File: src/rtl/plru_victim_select_pkg.sv
// Shared cache PLRU definitions: tree width, FSM state type and the tree update rule.
package plru_victim_select_pkg;

    localparam int PLRU_NUM_WAYS   = 4;
    localparam int PLRU_TREE_W     = PLRU_NUM_WAYS - 1;

    // Upper bound for the generic update helper; callers zero-extend narrower trees.
    localparam int PLRU_MAX_LOG    = 6;
    localparam int PLRU_MAX_TREE_W = (1 << PLRU_MAX_LOG) - 1;
    localparam int PLRU_IDX_W      = PLRU_MAX_LOG + 1;

    typedef enum logic {
        IDLE = 1'b0,
        HOLD = 1'b1
    } plru_state_t;

    // Mark 'way' most-recently-used: every node on its path points away from it.
    // Subtree of n ways starting at bit 'off' has its root at off + n/2 - 1.
    function automatic logic [PLRU_MAX_TREE_W-1:0] plru_update(
        input logic [PLRU_MAX_TREE_W-1:0] tree,
        input logic [PLRU_IDX_W-1:0]      way,
        input logic [PLRU_IDX_W-1:0]      num_ways
    );
        logic [PLRU_MAX_TREE_W-1:0] t;
        logic [PLRU_IDX_W-1:0]      n;
        logic [PLRU_IDX_W-1:0]      off;
        logic [PLRU_IDX_W-1:0]      w;
        logic [PLRU_IDX_W-1:0]      root;
        t    = tree;
        n    = num_ways;
        off  = '0;
        w    = way;
        root = '0;
        for (int lvl = 0; lvl < PLRU_MAX_LOG; lvl++) begin
            if (n >= PLRU_IDX_W'(2)) begin
                root = off + (n >> 1) - PLRU_IDX_W'(1);
                if (w < (n >> 1)) begin
                    t[root[PLRU_MAX_LOG-1:0]] = 1'b1;
                end else begin
                    t[root[PLRU_MAX_LOG-1:0]] = 1'b0;
                    off = root + PLRU_IDX_W'(1);
                    w   = w - (n >> 1);
                end
                n = n >> 1;
            end
        end
        return t;
    endfunction

endpackage

File: src/rtl/plru_find_victim.sv
// Combinational PLRU tree decode: follow node bits from the root down to a leaf way.
module plru_find_victim #(
    parameter int NUM_WAYS = 4,
    parameter int LOG_WAYS = 2
) (
    input  logic [NUM_WAYS-2:0] tree,
    output logic [LOG_WAYS-1:0] way
);

    if (NUM_WAYS == 2) begin : g_leaf
        assign way = tree;
    end else begin : g_node
        logic                root;
        logic [LOG_WAYS-2:0] lo_way;
        logic [LOG_WAYS-2:0] hi_way;

        assign root = tree[NUM_WAYS/2-1];

        plru_find_victim #(
            .NUM_WAYS(NUM_WAYS / 2),
            .LOG_WAYS(LOG_WAYS - 1)
        ) u_lo (
            .tree(tree[NUM_WAYS/2-2:0]),
            .way (lo_way)
        );

        plru_find_victim #(
            .NUM_WAYS(NUM_WAYS / 2),
            .LOG_WAYS(LOG_WAYS - 1)
        ) u_hi (
            .tree(tree[NUM_WAYS-2:NUM_WAYS/2]),
            .way (hi_way)
        );

        assign way = {root, root ? hi_way : lo_way};
    end

endmodule

File: src/rtl/plru_victim_select.sv
// Per-set tree PLRU: victim selection with hold-until-fill, plus hit-driven touches.
module plru_victim_select
    import plru_victim_select_pkg::*;
#(
    parameter int NUM_WAYS  = PLRU_NUM_WAYS,
    parameter int LOG_WAYS  = 2,
    parameter int NUM_LINES = 16,
    parameter int LOG_LINES = 4
) (
    input  logic                 clk,
    input  logic                 reset,
    input  logic                 victim_req,
    input  logic [LOG_LINES-1:0] victim_index,
    output logic                 victim_ready,
    output logic                 victim_valid,
    output logic [LOG_WAYS-1:0]  victim_way,
    input  logic                 fill_done,
    input  logic                 touch_valid,
    input  logic [LOG_LINES-1:0] touch_index,
    input  logic [LOG_WAYS-1:0]  touch_way
);

    localparam int TREE_W = NUM_WAYS - 1;

    logic [TREE_W-1:0]    tree_q [NUM_LINES];
    logic [TREE_W-1:0]    tree_d [NUM_LINES];
    plru_state_t          state_q, state_d;
    logic [LOG_LINES-1:0] idx_q, idx_d;
    logic [LOG_WAYS-1:0]  way_q, way_d;
    logic [TREE_W-1:0]    fwd_tree;
    logic [LOG_WAYS-1:0]  dec_way;

    function automatic logic [TREE_W-1:0] upd(input logic [TREE_W-1:0] t,
                                              input logic [LOG_WAYS-1:0] w);
        logic [PLRU_MAX_TREE_W-1:0] full;
        full = plru_update(PLRU_MAX_TREE_W'(t), PLRU_IDX_W'(w), PLRU_IDX_W'(NUM_WAYS));
        return full[TREE_W-1:0];
    endfunction

    // Requested set's tree with a same-cycle touch folded in.
    always_comb begin
        fwd_tree = tree_q[victim_index];
        if (touch_valid && (touch_index == victim_index)) begin
            fwd_tree = upd(fwd_tree, touch_way);
        end
    end

    plru_find_victim #(
        .NUM_WAYS(NUM_WAYS),
        .LOG_WAYS(LOG_WAYS)
    ) u_find (
        .tree(fwd_tree),
        .way (dec_way)
    );

    // Tree array next state: touch first, then fill on top so the fill wins shared nodes.
    always_comb begin
        tree_d = tree_q;
        if (touch_valid) begin
            tree_d[touch_index] = upd(tree_q[touch_index], touch_way);
        end
        if ((state_q == HOLD) && fill_done) begin
            tree_d[idx_q] = upd(tree_d[idx_q], way_q);
        end
    end

    // FSM: capture a victim in IDLE, hold it unchanged until fill_done.
    always_comb begin
        state_d = state_q;
        idx_d   = idx_q;
        way_d   = way_q;
        unique case (state_q)
            IDLE: begin
                if (victim_req) begin
                    idx_d   = victim_index;
                    way_d   = dec_way;
                    state_d = HOLD;
                end
            end
            HOLD: begin
                if (fill_done) begin
                    state_d = IDLE;
                end
            end
            default: state_d = IDLE;
        endcase
    end

    // State registers; reset clears every tree so all sets start at way 0.
    always_ff @(posedge clk or posedge reset) begin
        if (reset) begin
            for (int i = 0; i < NUM_LINES; i++) begin
                tree_q[i] <= '0;
            end
            state_q <= IDLE;
            idx_q   <= '0;
            way_q   <= '0;
        end else begin
            tree_q  <= tree_d;
            state_q <= state_d;
            idx_q   <= idx_d;
            way_q   <= way_d;
        end
    end

    // Outputs decoded straight from state.
    always_comb begin
        victim_ready = (state_q == IDLE);
        victim_valid = (state_q == HOLD);
        victim_way   = way_q;
    end

endmodule
File: config.mk
export PLATFORM = sky130hd
export DESIGN_NAME = plru_victim_select
export DESIGN_NICKNAME = d
export VERILOG_FILES = /design/src/rtl/plru_victim_select_pkg.sv /design/src/rtl/plru_find_victim.sv /design/src/rtl/plru_victim_select.sv
export SDC_FILE = /design/constraint.sdc
export NUM_CORES = 1
export LEC_CHECK = 0
export CAP_MARGIN = 40
export CORE_MARGIN = 2
export CORE_UTILIZATION = 38
export CTS_CLUSTER_SIZE = 25
export DETAILED_ROUTE_END_ITERATION = 8
export DONT_BUFFER_PORTS = 1
export PLACE_DENSITY_LB_ADDON = 0.12
export SYNTH_ARGS = -nofsm -noshare
export SYNTH_HDL_FRONTEND = slang
export SYNTH_SLANG_ARGS = --single-unit
File: constraint.sdc
create_clock -name clk -period 5.8 [get_ports clk]
set_clock_uncertainty 0.05 [all_clocks]
set_input_delay 0.29 -clock clk [delete_from_list [all_inputs] [get_ports clk]]
set_output_delay 0.29 -clock clk [all_outputs]
set_load 0.05 [all_outputs]
-- Word level (Yosys, flattened, before mapping)
Cells that the tools add are included.
- flip-flop bits (word level): 55
- input port bits: 15
- word-level logic and storage cells: 422
- add/sub/neg operators: 56
- magnitude comparators: 67
- equality and inequality tests: 1
- mux-type cells: 210
- bitwise gates (word level): 49
- reduce and logical (&&, ||, !) cells: 20
- operators with widths (kind ; number):
    $mux 7 ; 68
    $mux 6 ; 39
    $mux 3 ; 53
    $ge 7x2->1 const B ; 15
    $lt 6x7->1 const B ; 15
    $lt 7x6->1 ; 15
    $bwmux 48 ; 2
    $mux 48 ; 2
    $add 6x6->6 ; 15
    $demux 1 s6 ; 15
    $ge 6x1->1 const B ; 15
    $sub 6x1->6 const B ; 15
    $sub 7x6->7 ; 12
    $add 6x1->6 const B ; 12
    $and 3x3->3 ; 15
    $not 3->3 ; 15
    $or 3x3->3 ; 15
    $bmux 3 s4 ; 3
    $demux 3 s4 ; 2
    $mux 1 ; 23
    $logic_and 1x1->1 ; 19
    $ge 5x5->1 const B ; 3
    $not 4->5 ; 3
    $lt 5x1->1 const B ; 2
    7 further kinds ; 10

-- Depth between registers and ports, before layout
- depth in word-level cells: 65
- mapped depth: 12
- gate-level depth less buffers: 8

-- Modules after synthesis
From an unflattened synthesis, not the netlist that was laid out.
- cell total of the unflattened synthesis: 502
- area, all modules: 4295.4 um^2
- by module, submodules not included (module ; times used ; cells an instance ; area each (um^2) ; seq. area each (um^2)):
    plru_victim_select ; 1 ; 498 ; 4257.8 ; 1376.3
    plru_find_victim (u_find) ; 1 ; 2 ; 22.5 ; 0.0
    plru_find_victim (u_find.g_node.u_hi ...) ; 2 ; 1 ; 7.5 ; 0.0

-- Worst setup path after synthesis
OpenSTA, ideal clock, no wires.
- kind: in2reg
- from: input port touch_index[1]
- to: register tree_q[24] (netlist bit)
- setup time: 149 ps
- data arrival time: 2219 ps
- slack: 3381 ps
- stages on the path: 9
- path through: buf_6 buf_12 mux4_2 mux4_2 a21oi_4 a31oi_1 o2bb2ai_4 buf_6 mux2i_1
- RTL lines (what ; RTL line ; RTL):
    start: declaration ; plru_victim_select.sv:19 ; input logic [LOG_LINES-1:0] touch_index,
    end signal: assignment ; plru_victim_select.sv:99 ; tree_q <= tree_d;
    end: declaration ; plru_victim_select.sv:25 ; logic [TREE_W-1:0] tree_q [NUM_LINES];

==> impl_summary.txt <==
----------------------------------------------------
[Clock network]
  Quantity of gates resized following cts ... 0
  Clk_lat worst skew ... 0.30 ns
  Postcts setup bufs ... 0
  Root buffer cell ... clkbuf_16
  Count of hold-fix buffers inserted at cts ... 0
  CTS sink cnt ... 55
  CTS max path bufs ... 2
  CTS tree ... yes
  Clock transition at the registers of the reported paths ... 0.08 ns
  CTS buffer count ... 5
  Total number of H-tree levels ... 2

[Placed design]
  Number of placed instances with taps included ... 603
  HPWL after DPL ... 12.2 mm
  GPL Wtd Cong ... 0.978
  Place WS ... 2.59 ns
  Port-buffer cells ... 0
  Placement-stage cell area ... 4370 µm²

[Detailed routing]
  Post-detailed-route wirelength per cell ... 27.1 µm
  Post-route DRC violation count ... 0
  Routed Wire Length ... 16.6 mm
  Iteration-0 DRC Markers ... 382
  Via count normalized by instance count ... 6.54
  Pre-Repair DR Iteration Count ... 5
  Number of vias after detailed routing ... 3,996
  Number of nets still failing antenna checks after routing ... 0

[Setup path]
  Largest fanout of any net on the critical path ... 21
  Crit. End Element ... register
  Reg-to-reg setup timing slack ... 2.41 ns
  Crit start category ... register
  Type of the setup path with the least slack ... reg2reg
  Crit path arrival time ... 3.56 ns
  Required arrival time at the worst endpoint ... 5.97 ns

[Run]
  Number of max-capacitance violations reported ... 0

[Power]
  Worst vdd ir ... 171 µV
  Sequential share of power ... 0.405
  Overall Power ... 2.08 mW
  Static Leak ... 1.71 nW
  Net switching power ... 909 µW
  Share of total power in combinational logic ... 0.425
  Ratio of total power to cell area ... 458 nW/µm²
  Switch share ... 0.437
  Clk pwr share ... 0.170
  Total internal power ... 1.17 mW

[Synth]
  Adder-cell share of the synthesized area ... 0
  Synth Area in Compound Gates ... 0.205
  Synth Area per Inst ... 8.86 µm²
  Most area-hungry cell type in the Yosys netlist ... dfrtp_1
  List of most frequent post-synthesis cells ... nand2_1 (91), dfrtp_1 (55), nor2_1 (44), o21ai_0 (44), mux2i_1 (23)
  Post-synthesis mux area share ... 0.188
  Simple-gate area share of the yosys netlist ... 0.231
  Count of flip-flops with a built-in enable after synthesis ... 0
  Share of flip-flops with an asynchronous set or reset ... 1.00
  Parity-gate share of the synthesized area counting xor and xnor cells ... 0.0102
  Sequential element share of the synthesized area ... 0.321
  Net count after synthesis ... 499
  Flip-flop and latch count after synthesis ... 55
  Post-synthesis instance area ... 4290 µm²
  Number of synthesis warnings ... 0
  Most used standard cell by instance count after synthesis ... nand2_1
  Fraction of post-synthesis cell area in the top cell type by area ... 0.321
  Synth unique cells ... 65
  Most used DFF post-synth ... dfrtp_1
  Leading cell types by total area after synthesis ... dfrtp_1 (32%), mux4_2 (12%), nand2_1 (8.0%)
  Main combinational cell family by area after synthesis ... simple AND/OR/NAND/NOR gates
  Instance count of the mapped netlist ... 484

[Timing]
  Fin crit share ... 0.585
  Final hold viol count ... 0
  Slew @ Worst Pin ... 0.975 ns
  Setup TNS ... 0 ns
  Slew Viols, Final ... 0
  Normalized max-slew margin ... 0.349
  Slack of the critical path ... 2.41 ns
  Achievable frequency ... 295 MHz
  WHS ... 0.0293 ns
  Fin crit period ... 3.39 ns
  # setup viols final ... 0
  Setup repair after global routing missed its margin ... no

[Layout]
  Layout Cells excl Fill ... 611
  Share of final-layout standard cells stronger than drive strength 1 ... 0.138
  Final-layout fill cell count ... 1,129
  Final design instance area without fill ... 4540 µm²
  Diode count ... 0
  Layout Utilization ... 0.415
  Synth-to-layout area growth ... 5.72%
  NumNets Final ... 485

[GRT]
  Total Routing Usage GR ... 0.287
  Total congestion overflow after global routing ... 0
  Met1 track demand over resource ... 0.407
  Wire length of the first global-routing pass ... 24.7 mm
  Met2 capacity usage during global routing ... 0.426
  Via count of the first global-routing pass ... 3,746
  Initial antenna violation count ... 0
  Global route hottest layer ... met2
  Global-route track usage on met3 ... 0.0741
  Pin count of the biggest net entering global routing ... 56

[Floorplanning]
  Total Die Area ... 12,200 µm²
  Count of boundary I/O pins ... 19
  Floorplan core area ... 10,900 µm²
  Effective utilization at floorplan ... 0.392
  Placement Rows ... 38
  Horizontal extent of the die ... 110 µm
  Vert. Die Dim ... 110 µm

[Hold path]
  Kind of path behind the tightest hold check ... in2async

[Run status]
  Status ... finished, final reports clean

----------------------------------------------------
power groups by stage:
stage,logic [mW],clock network (mW),registers (mW)
final,0.883,0.354,0.842
after global routing,0.960,0.373,0.855
after CTS,0.874,0.360,0.830
after detailed placement,0.870,0,0.838
after global placement,0.818,0,0.857
after floorplan,0.715,0,0.696
worst max-delay path, stage by stage, from the launching register on:
cell and delay (ns):
dfrtp_1 0.82, nor2b_1 0.86, a31oi_1 0.26, o21a_1 0.17, o311ai_0 0.60, o2bb2ai_4 0.29, o21ai_0 0.25
layout by cell type, fill, tap and decap left out, types with 4 or more instances in the layout:
cell type,synthesis,final
nand2_1,91,91
dfrtp_1,55,55
nor2_1,44,44
o21ai_0,44,44
mux2i_1,23,23
mux4_2,22,22
a21oi_1,18,18
nand3_1,17,17
o211ai_1,14,14
nand4_1,10,10
nor2b_1,9,9
o21ai_1,9,9
nor3_1,7,7
a31oi_1,7,7
mux2_2,7,7
nand2b_1,6,6
inv_1,7,6
clkbuf_16,0,5
and3b_1,4,4
nor3b_1,4,4
xor2_1,4,4
nor4_1,4,4
buf_4,1,4
cell type report:
cell class	count	area (µm²)	area share
clock buffer	5	125	0.0276
clock inverter	3	43.8	0.00966
inverter	7	26.3	0.00579
multi-input combinational	394	2720	0.600
sequential	55	1380	0.303
tap	140	175	0.0386
timing repair buffer	7	67.6	0.0149
path summary, 6_finish.rpt:
kind                       startpoint            to  cells after the start
setup / recovery             idx_q[1]    tree_q[27]                      6
hold / removal                  reset    tree_q[42]                      2
setup reg to reg             idx_q[1]    tree_q[27]                      6
hold reg to reg             tree_q[7]     tree_q[7]                      2
max in group asynchronous       reset    tree_q[30]                      2
min in group clk            fill_done  victim_valid                      1
registers in the layout (all words and copies together) (netlist names):
register      cells
victim_valid      1
idx_q             4
victim_way        2
tree_q           48
metal layers:
| metal | routed length (µm) | vias up |
|---|---|---|
| li1 | - | 1771 |
| met1 | 7060 | 1947 |
| met2 | 7270 | 234 |
| met3 | 1670 | 44 |
| met4 | 575 | 0 |
| met5 | 0 | - |
cells by family after synthesis:
group / Yosys count
AOI/OAI and AO/OA: 127
muxes: 52
xor gates and xnor gates: 5
buffers and inverters: 35
and+or+nand+nor: 210
DFF: 55
Power figures use the tool's default switching activity.
